<file path="src/rtl/mem_arbiter_pkg.sv">
// Shared types for the memory arbiter slice.
//   word_t       32-bit bus word used for addresses and data
//   ramstate_t   status reported by the RAM model each cycle
//   arb_state_t  arbiter FSM state
//   ARB_STARVE_W width of the starvation counter (STARVE_MAX up to 15)
//   ARB_TO_W     width of the grant timeout counter (TIMEOUT up to 255)
package mem_arbiter_pkg;

    typedef logic [31:0] word_t;

    typedef enum logic [1:0] {
        FREE   = 2'd0,
        BUSY   = 2'd1,
        ACCESS = 2'd2,
        ERROR  = 2'd3
    } ramstate_t;

    typedef enum logic [1:0] {
        ARB_IDLE = 2'd0,
        ARB_I    = 2'd1,
        ARB_D    = 2'd2
    } arb_state_t;

    localparam int ARB_STARVE_W = 4;
    localparam int ARB_TO_W     = 8;

endpackage

</file>
<file path="src/rtl/mem_arbiter.sv">
// Sequential arbiter sharing one single-ported RAM between instruction
// fetch (I) and data access (D). D wins by default; after STARVE_MAX
// consecutive D grants taken while I was waiting, I is forced through.
// A grant the RAM never completes is aborted after TIMEOUT cycles and
// raises the sticky memerr flag.
//
// Ports
//   CLK, nRST            clock (rising edge), asynchronous active-low reset
//   iREN, iaddr          instruction read request / address
//   iload, iwait         instruction data (= ramload) / fetch stall
//   dREN, dWEN           data read / write request (write wins if both)
//   daddr, dstore        data address / write data
//   dload, dwait         data read value (= ramload) / data stall
//   ramREN, ramWEN       RAM strobes, valid only while a grant is held
//   ramaddr, ramstore    RAM address / write data (0 when idle)
//   ramload, ramstate    RAM read data / RAM status
//   memerr               sticky timeout-or-RAM-error flag, cleared by nRST
module mem_arbiter
    import mem_arbiter_pkg::*;
#(
    parameter int STARVE_MAX = 4,
    parameter int TIMEOUT    = 15
) (
    input  logic      CLK,
    input  logic      nRST,
    input  logic      iREN,
    input  word_t     iaddr,
    output word_t     iload,
    output logic      iwait,
    input  logic      dREN,
    input  logic      dWEN,
    input  word_t     daddr,
    input  word_t     dstore,
    output word_t     dload,
    output logic      dwait,
    output logic      ramREN,
    output logic      ramWEN,
    output word_t     ramaddr,
    output word_t     ramstore,
    input  word_t     ramload,
    input  ramstate_t ramstate,
    output logic      memerr
);

    localparam logic [ARB_STARVE_W-1:0] STARVE_LIM = ARB_STARVE_W'(STARVE_MAX);
    localparam logic [ARB_TO_W-1:0]     TO_LAST    = ARB_TO_W'(TIMEOUT - 1);

    arb_state_t               state, state_n;
    logic [ARB_STARVE_W-1:0]  starve_cnt, starve_n;
    logic [ARB_TO_W-1:0]      to_cnt, to_n;
    logic                     err_set;
    logic                     d_pend;
    logic                     grant_req;

    // Saturating increment for the starvation counter.
    function automatic logic [ARB_STARVE_W-1:0] sat_inc(input logic [ARB_STARVE_W-1:0] v);
        return (v >= STARVE_LIM) ? STARVE_LIM : v + 1'b1;
    endfunction

    assign d_pend = dREN | dWEN;

    // The currently granted requester's request line; used to detect withdrawal.
    assign grant_req = (state == ARB_I) ? iREN : d_pend;

    // Next-state, counter and error decisions
    always_comb begin
        state_n  = state;
        starve_n = starve_cnt;
        to_n     = '0;
        err_set  = 1'b0;
        case (state)
            ARB_IDLE: begin
                if (d_pend && !(iREN && starve_cnt == STARVE_LIM)) begin
                    state_n = ARB_D;
                    if (iREN) starve_n = sat_inc(starve_cnt);
                end else if (iREN) begin
                    state_n  = ARB_I;
                    starve_n = '0;
                end
            end
            ARB_I, ARB_D: begin
                // Every exit goes back through IDLE so a request the pipeline
                // retires on this edge is never served a second time.
                if (ramstate == ACCESS) begin
                    state_n = ARB_IDLE;
                end else if (ramstate == ERROR) begin
                    state_n = ARB_IDLE;
                    err_set = 1'b1;
                end else if (!grant_req) begin
                    state_n = ARB_IDLE;
                end else if (to_cnt == TO_LAST) begin
                    state_n = ARB_IDLE;
                    err_set = 1'b1;
                end else begin
                    to_n = to_cnt + 1'b1;
                end
            end
            default: state_n = ARB_IDLE;
        endcase
    end

    // FSM and counter registers
    always_ff @(posedge CLK or negedge nRST) begin
        if (!nRST) begin
            state      <= ARB_IDLE;
            starve_cnt <= '0;
            to_cnt     <= '0;
            memerr     <= 1'b0;
        end else begin
            state      <= state_n;
            starve_cnt <= starve_n;
            to_cnt     <= to_n;
            if (err_set) memerr <= 1'b1;
        end
    end

    // RAM side follows the registered grant and the granted requester's
    // live inputs, so a withdrawn request drops its strobe in the same cycle.
    always_comb begin
        ramREN   = 1'b0;
        ramWEN   = 1'b0;
        ramaddr  = '0;
        ramstore = '0;
        case (state)
            ARB_I: begin
                ramREN  = iREN;
                ramaddr = iaddr;
            end
            ARB_D: begin
                ramWEN   = dWEN;
                ramREN   = dREN & ~dWEN;
                ramaddr  = daddr;
                ramstore = dstore;
            end
            default: ;
        endcase
    end

    assign iload = ramload;
    assign dload = ramload;
    assign iwait = iREN   & ~(state == ARB_I && ramstate == ACCESS);
    assign dwait = d_pend & ~(state == ARB_D && ramstate == ACCESS);

endmodule

</file>
<file path="config.mk">
export PLATFORM = sky130hd
export DESIGN_NAME = mem_arbiter
export DESIGN_NICKNAME = d
export VERILOG_FILES = /design/src/rtl/mem_arbiter_pkg.sv /design/src/rtl/mem_arbiter.sv
export SDC_FILE = /design/constraint.sdc
export NUM_CORES = 1
export LEC_CHECK = 0
export BUFFER_PORTS_ARGS = -buffer_cell sky130_fd_sc_hd__buf_2
export CORE_AREA = 2 2 103 105
export DETAILED_ROUTE_END_ITERATION = 16
export DIE_AREA = 0 0 105 107
export GPL_TIMING_DRIVEN = 0
export PLACE_DENSITY = 0.57
export SYNTH_ARGS = -nofsm -noshare
export SYNTH_HDL_FRONTEND = slang
export SYNTH_SLANG_ARGS = --single-unit
</file>
<file path="constraint.sdc">
create_clock -name CLK -period 4.7 [get_ports CLK]
set_input_delay 0.235 -clock CLK [delete_from_list [all_inputs] [get_ports CLK]]
set_output_delay 0.235 -clock CLK [all_outputs]
set_load 0.03 [all_outputs]
</file>
==> flow_summary.json, run 1 <==
{
  "status": "finished, final reports clean",
  "synthFlopType": "dfrtp_1",
  "postRouteAntennaNets": 0,
  "switching_power_mw": 0.993,
  "fin_skew_ns": 0.00178,
  "reg2reg_from": "state[1]$_DFFE_PN0P_",
  "die-area_sq_um": 11200,
  "viasPerCell": 4.06,
  "nNetsFinal": 645,
  "die_h_um": 107,
  "synth_top_cell_by_area": "buf_4",
  "setup.worst_path.class": "reg -> out",
  "avgSynthCellArea_sq_um": 7.74,
  "required_ns": 4.47,
  "r2r_end": "state[1]$_DFFE_PN0P_",
  "grt_pass1_wl_mm": 13.4,
  "peakVddDrop_uv": 196,
  "synth-seq-cells": 15,
  "path_clk_slew_ns": 0.06,
  "holdBufCountCts": 1,
  "root_buffer": "clkbuf_8",
  "synth_top_area_share_pct": 23.7,
  "p_seq_share_pct": 10.2,
  "crit_chain": "inv_1, ha_1, clkbuf_1, clkbuf_1, and2_1, buf_2",
  "totalWireLength_mm": 8.96,
  "clockBufferDepth": 2,
  "slowest_delay_ns": 0.41,
  "ctsResizeCount": 0,
  "start_kind": "register",
  "setup_tns_ns": 0,
  "grt_use_met1_pct": 18.9,
  "period_needed_ns": 2.35,
  "ys_async_sr_fraction_pct": 100,
  "ys_warn_count": 0,
  "row_count": 37,
  "fillers": 1086,
  "synthDistinctLibCells": 31,
  "p_sw_share_pct": 58.6,
  "min_path_cells": 3,
  "worstPathMaxFanout": 10,
  "cts_tree": "built",
  "cts_buffers": 3,
  "min_period_over_period_pct": 50.0,
  "max_cap_viol_count": 0,
  "firstDrtPassIters": 4,
  "fp.dieW_um": 105,
  "gp_congestion": 0.947,
  "grt-ovfl-total": 0,
  "worst_slew_pin_slew_ns": 0.478,
  "seq_area_frac_synth_pct": 18.5,
  "final-hold-violation-count": 0,
  "post-cts-setup-buffers": 0,
  "post-route-util_pct": 34.0,
  "finalMaxSlewViolations": 0,
  "htree_num_levels": 1,
  "arrival_ns": 2.11,
  "synth_edf_count": 0,
  "worst-r2r-cell-count": 6,
  "crit_family": "buffers and inverters",
  "critical_path.endpoint_type": "primary output",
  "clock-sinks": 15,
  "drive_above_1_share_pct": 61.0,
  "num_io_pins": 268,
  "hold_end": "memerr$_DFFE_PN0P_",
  "busiest_layer": "met2",
  "dp_hpwl_mm": 7.89,
  "finalSetupViolCount": 0,
  "p_int_mw": 0.701,
  "p_leak_nw": 1.93,
  "clock_latency_ns": 0.24,
  "vias": 2591,
  "drt_iter0_drc": 124,
  "combPwrFrac_pct": 83.6,
  "timing.critical_path.mode_cell": "clkbuf_1",
  "hp-class": "in -> reg",
  "track_usage_pct": 14.5,
  "p_clk_share_pct": 6.2,
  "synth_area_leaders": "buf_4 (24%), dfrtp_1 (19%), a22oi_1 (12%)",
  "grt_use_met3_pct": 2.80,
  "core_area_sq_um": 10100,
  "port-buffer-count": 235,
  "diodes": 0,
  "maxSlewHeadroom_pct": 68.1,
  "power_density_nw_per_um2": 494,
  "r2r_slack_ns": 2.48,
  "wl_per_cell_um": 14.0,
  "syn2layout_area_growth_pct": 69.1,
  "rsz0062_at_grt": "no",
  "antenna_found_initial": 0,
  "crit_path_top_delay_cell": "clkbuf_1",
  "drc": 0,
  "hp-start": "ramstate[0]",
  "syn_area_sq_um": 2030,
  "grt_pass1_vias": 2605,
  "grtUsageMet2_pct": 25.0,
  "synthCells": 262,
  "synth.net_count": 404,
  "initial_core_util_pct": 20.1,
  "cp_num_buf_inv": 4,
  "grt_start_max_net_pins": 16,
  "max_freq_ghz": 0.426
}
Yosys cell counts (2+ instances only):
cell      number
dfrtp_1       15
nor3_1         4
inv_1          6
a21boi_0       2
clkbuf_1      13
buf_4         64
nor2b_1       33
ha_1           7
xor2_1         5
nor2_1        12
a22oi_1       33
o21ai_0        4
nand2_1       10
buf_6          2
and2_1        35
nand4_1        2
logic make-up (layout without fill, tap and decap cells):
family / count (synthesis) / in the layout / share of synthesized area [%]
XOR/XNOR: 6 / 6 / 2.59
buffers and inverters: 85 / 325 / 28.3
adder cells (fa/ha/maj): 7 / 7 / 4.32
flip-flops: 15 / 15 / 18.5
AND/OR/NAND/NOR: 106 / 106 / 30.8
AO/OA/AOI/OAI: 43 / 43 / 15.4
sequential cells by signal, summed over array words and instances, names as in the netlist:
signal and flops:
starve_cnt 4, to_cnt 8, state 2, memerr 1
cell usage in the layout, fill, tap and decap left out, drive strengths merged:
cell type and n:
buf 301, and2 35, nor2b 34, a22oi 33
clkbuf 17, dfrtp 15, nor2 12, nand2 10
ha 7, inv 6, xor2 5, nor3 4
o21ai 4, a21boi 2, nand4 2, nand3b 1
or4b 1, and4b 1, or2 1, and3 1
nand3 1, xnor2 1, a21oi 1, or4 1
nand4b 1, nand2b 1, a31oi 1, a311o 1
o22a 1, dlygate4sd3 1
worst reg2reg max path, stage by stage, from the launching register on:
cell	delay, ns
dfrtp_1	0.36
inv_1	0.08
ha_1	0.43
or4b_4	0.52
or2_0	0.25
buf_6	0.14
a311o_1	0.31
routing by layer:
metal / wire length, um / up-vias
met1: 3840 / 1182
li1: - / 1287
met5: 0 / -
met3: 604 / 8
met2: 4390 / 114
met4: 124 / 0
through the flow:
step                      hold slack, ns  std cells  worst slack [ns]  cell area (sq um)  power (mW)
after global routing               0.274        638              2.15               3430        1.81
after global placement             0.158        633              2.49               3370        1.59
final                              0.252        638              2.35               3430        1.69
after CTS                          0.251        638              2.32               3430        1.71
after detailed placement           0.169        633              2.47               3370        1.60
after floorplan                  -0.0606        262              2.59               2030        1.19
power groups by stage:
stage          clock, mW  sequential [mW]  combinational (mW)
6_report           0.105            0.172                1.42
5_1_grt            0.113            0.176                1.53
4_1_cts            0.107            0.173                1.43
3_5_place_dp           0            0.175                1.42
3_3_place_gp           0            0.174                1.42
2_1_floorplan          0            0.171                1.01
worst max-delay path by stage:
stage	cells after the start	from	endpoint	slack, ns
6_report	6	state[0]$_DFFE_PN0P_	ramstore[3]	2.35
5_1_grt	6	state[0]$_DFFE_PN0P_	ramstore[3]	2.15
4_1_cts	6	state[0]$_DFFE_PN0P_	ramaddr[16]	2.32
3_5_place_dp	6	state[1]$_DFFE_PN0P_	state[1]$_DFFE_PN0P_	2.47
3_3_place_gp	6	state[1]$_DFFE_PN0P_	state[1]$_DFFE_PN0P_	2.49
2_1_floorplan	8	state[1]$_DFFE_PN0P_	state[1]$_DFFE_PN0P_	2.59
layout make-up:
class / count / area, sq um / share of cell area, %
timing repair buffer: 236 / 1190 / 34.6
multi-input combinational: 162 / 1080 / 31.4
buffer: 79 / 552 / 16.1
sequential: 15 / 375 / 10.9
tap: 136 / 170 / 4.96
clock buffer: 4 / 45.0 / 1.31
inverter: 6 / 22.5 / 0.657
(Power assumes the default switching activity.)
==> run 2: changes to the inputs <==
--- a/config.mk
+++ b/config.mk
@@ -6,11 +6,11 @@
 export NUM_CORES = 1
 export LEC_CHECK = 0
 export BUFFER_PORTS_ARGS = -buffer_cell sky130_fd_sc_hd__buf_2
-export CORE_AREA = 2 2 103 105
+export CORE_AREA = 2 2 104 106
 export DETAILED_ROUTE_END_ITERATION = 16
-export DIE_AREA = 0 0 105 107
+export DIE_AREA = 0 0 106 108
 export GPL_TIMING_DRIVEN = 0
-export PLACE_DENSITY = 0.57
+export PLACE_DENSITY = 0.56
 export SYNTH_ARGS = -nofsm -noshare
 export SYNTH_HDL_FRONTEND = slang
 export SYNTH_SLANG_ARGS = --single-unit
==> constraint.sdc (replaced) <==
create_clock -name CLK -period 2.4 [get_ports CLK]
set_input_delay 0.12 -clock CLK [delete_from_list [all_inputs] [get_ports CLK]]
set_output_delay 0.12 -clock CLK [all_outputs]
set_load 0.03 [all_outputs]
==> run 2 against run 1 <==
  * Routed wire length fell by 6.5%
  * Non-clock buffer count did not move
  * Total power rose by 96%
  * Setup slack got worse by 2.2 ns
  * Sequential power rose by 96%
  * Register-to-register slack got worse by 2.3 ns
  * Global-route usage fell by 1.5 points
  * Cell count did not move
  * Core utilization fell by 0.44 points
  * Sequential share of layout area barely moved
==> flow_summary.json, run 2 (synthesized netlist as in run 1, its figures left out) <==
{
  "status": "finished, final reports clean",
  "finalSetupViolCount": 0,
  "gp_congestion": 0.801,
  "switching_power_mw": 1.95,
  "r2r_slack_ns": 0.16,
  "port-buffer-count": 235,
  "slowest_delay_ns": 0.54,
  "max_freq_ghz": 0.446,
  "rsz0062_at_grt": "no",
  "grt_pass1_wl_mm": 12.1,
  "post-cts-setup-buffers": 0,
  "largest_reg_flops": 8,
  "grt_start_max_net_pins": 16,
  "start_kind": "register",
  "timing.critical_path.mode_cell": "buf_6",
  "combPwrFrac_pct": 83.6,
  "grt-ovfl-total": 0,
  "r2r_end": "state[1]$_DFFE_PN0P_",
  "period_needed_ns": 2.24,
  "layout_common_cells": "buf_2 (235), buf_4 (64), and2_1 (35)",
  "drive_above_1_share_pct": 61.4,
  "crit_path_top_delay_cell": "or4b_4",
  "peakVddDrop_uv": 431,
  "setup_tns_ns": 0,
  "clockBufferDepth": 2,
  "dp_hpwl_mm": 7.37,
  "crit_chain": "inv_1, ha_1, buf_6, nor3_1, or4b_4, or2_0, buf_6, a311o_1",
  "reg2reg_from": "state[1]$_DFFE_PN0P_",
  "vias": 2578,
  "worstPathMaxFanout": 9,
  "fin_skew_ns": 0.00666,
  "num_io_pins": 268,
  "htree_num_levels": 1,
  "critical_path.endpoint_type": "register",
  "hold_end": "memerr$_DFFE_PN0P_",
  "totalWireLength_mm": 8.38,
  "regArea_sq_um": 375,
  "row_count": 37,
  "p_seq_share_pct": 10.1,
  "syn2layout_area_growth_pct": 69.2,
  "min_path_cells": 3,
  "wl_per_cell_um": 13.1,
  "power_mw": 3.33,
  "die_h_um": 108,
  "hp-start": "ramstate[0]",
  "p_int_mw": 1.37,
  "fp.dieW_um": 106,
  "firstDrtPassIters": 6,
  "required_ns": 2.53,
  "finalNonFillerCells": 638,
  "diodes": 0,
  "hp-class": "in -> reg",
  "drt_iter0_drc": 104,
  "nNetsFinal": 645,
  "postRouteAntennaNets": 0,
  "grt_pass1_vias": 2350,
  "top_regs": "to_cnt (8), starve_cnt (4), state (2)",
  "drc": 0,
  "clock_latency_ns": 0.25,
  "core_area_sq_um": 10200,
  "layout_commonest_cell": "buf_2",
  "worst_slew_pin_slew_ns": 0.527,
  "viasPerCell": 4.04,
  "initial_core_util_pct": 19.8,
  "clock-sinks": 15,
  "fillers": 1110,
  "dp_cells": 633,
  "path_clk_slew_ns": 0.07,
  "arrival_ns": 2.37,
  "worst-r2r-cell-count": 8,
  "p_sw_share_pct": 58.7,
  "track_usage_pct": 13.0,
  "root_buffer": "clkbuf_8",
  "finalMaxSlewViolations": 0,
  "cts_buffers": 3,
  "multi_input_area_sq_um": 1080,
  "maxSlewHeadroom_pct": 64.8,
  "top_register": "to_cnt",
  "die-area_sq_um": 11400,
  "min_period_over_period_pct": 93.4,
  "cts_tree": "built",
  "p_clk_share_pct": 6.3,
  "antenna_found_initial": 0,
  "final-hold-violation-count": 0,
  "setup.worst_path.class": "reg -> reg",
  "power_density_nw_per_um2": 969,
  "p_leak_nw": 1.94,
  "max_cap_viol_count": 0
}
[run 2: cell types whose count changed in the layout (fill, tap and decap cells not counted)]
cell | previous run | this run
clkbuf_1 | 14 | 12
clkbuf_2 | 0 | 1
clkinv_2 | 0 | 1
[run 2: worst max-delay path by stage]
stage | startpoint | to | slack, ns
2_1_floorplan | state[1]$_DFFE_PN0P_ | state[1]$_DFFE_PN0P_ | 0.29
3_3_place_gp | state[1]$_DFFE_PN0P_ | state[1]$_DFFE_PN0P_ | 0.18
3_5_place_dp | state[1]$_DFFE_PN0P_ | state[1]$_DFFE_PN0P_ | 0.17
4_1_cts | state[0]$_DFFE_PN0P_ | ramstore[29] | 0.04
5_1_grt | state[1]$_DFFE_PN0P_ | state[1]$_DFFE_PN0P_ | 0.03
6_report | state[1]$_DFFE_PN0P_ | state[1]$_DFFE_PN0P_ | 0.16
[run 2: stage by stage]
| stage | util, % | instance area (sq um) | hold WS [ns] | setup slack [ns] |
|---|---|---|---|---|
| 2_1_floorplan | - | 2030 | -0.176 | 0.294 |
| 3_3_place_gp | 33.0 | 3370 | 0.0513 | 0.184 |
| 3_5_place_dp | 33.0 | 3370 | 0.0509 | 0.167 |
| 4_1_cts | 33.5 | 3430 | 0.113 | 0.0443 |
| 5_1_grt | 33.5 | 3430 | 0.135 | 0.0307 |
| 6_report | 33.5 | 3430 | 0.115 | 0.158 |
[run 2: area by class of cell]
type	count	share of cell area (%)
multi-input combinational	162	31.4
tap	136	4.96
timing repair buffer	236	34.6
inverter	6	0.656
clock inverter	1	0.146
buffer	79	16.1
sequential	15	10.9
clock buffer	3	1.20
[run 2: routing by layer]
layer | part of all wire [%] | vias to the layer above | GRT usage (%)
met2 | 54 | 104 | 25.0
met5 | 0 | - | 0
li1 | - | 1289 | -
met3 | 6.4 | 4 | 1.81
met4 | 0.45 | 0 | 1.79
met1 | 40 | 1181 | 15.8
[run 2: what timing repair did]
action                                 4_1_cts  5_1_grt
setup endpoints to repair                    0       27
hold buffers                                 1        0
endpoints found under the hold margin       15        0
resized for setup                            0        2
[run 2: critical path, delay by kind of cell, from the launching register on]
family / cells / cell delay (ns)
flops: 1 / 0.39
buf+inv: 3 / 0.40
compound gates: 1 / 0.30
simple gates: 3 / 0.85
fa+ha+maj: 1 / 0.17
[run 2: power groups by stage]
stage / Clock [mW] / Sequential [mW] / Combinational [mW]
detailed placement: 0 / 0.341 / 2.81
floorplan: 0 / 0.335 / 1.99
global route: 0.222 / 0.347 / 3.00
global placement: 0 / 0.340 / 2.80
CTS: 0.213 / 0.337 / 2.82
finish: 0.209 / 0.337 / 2.78
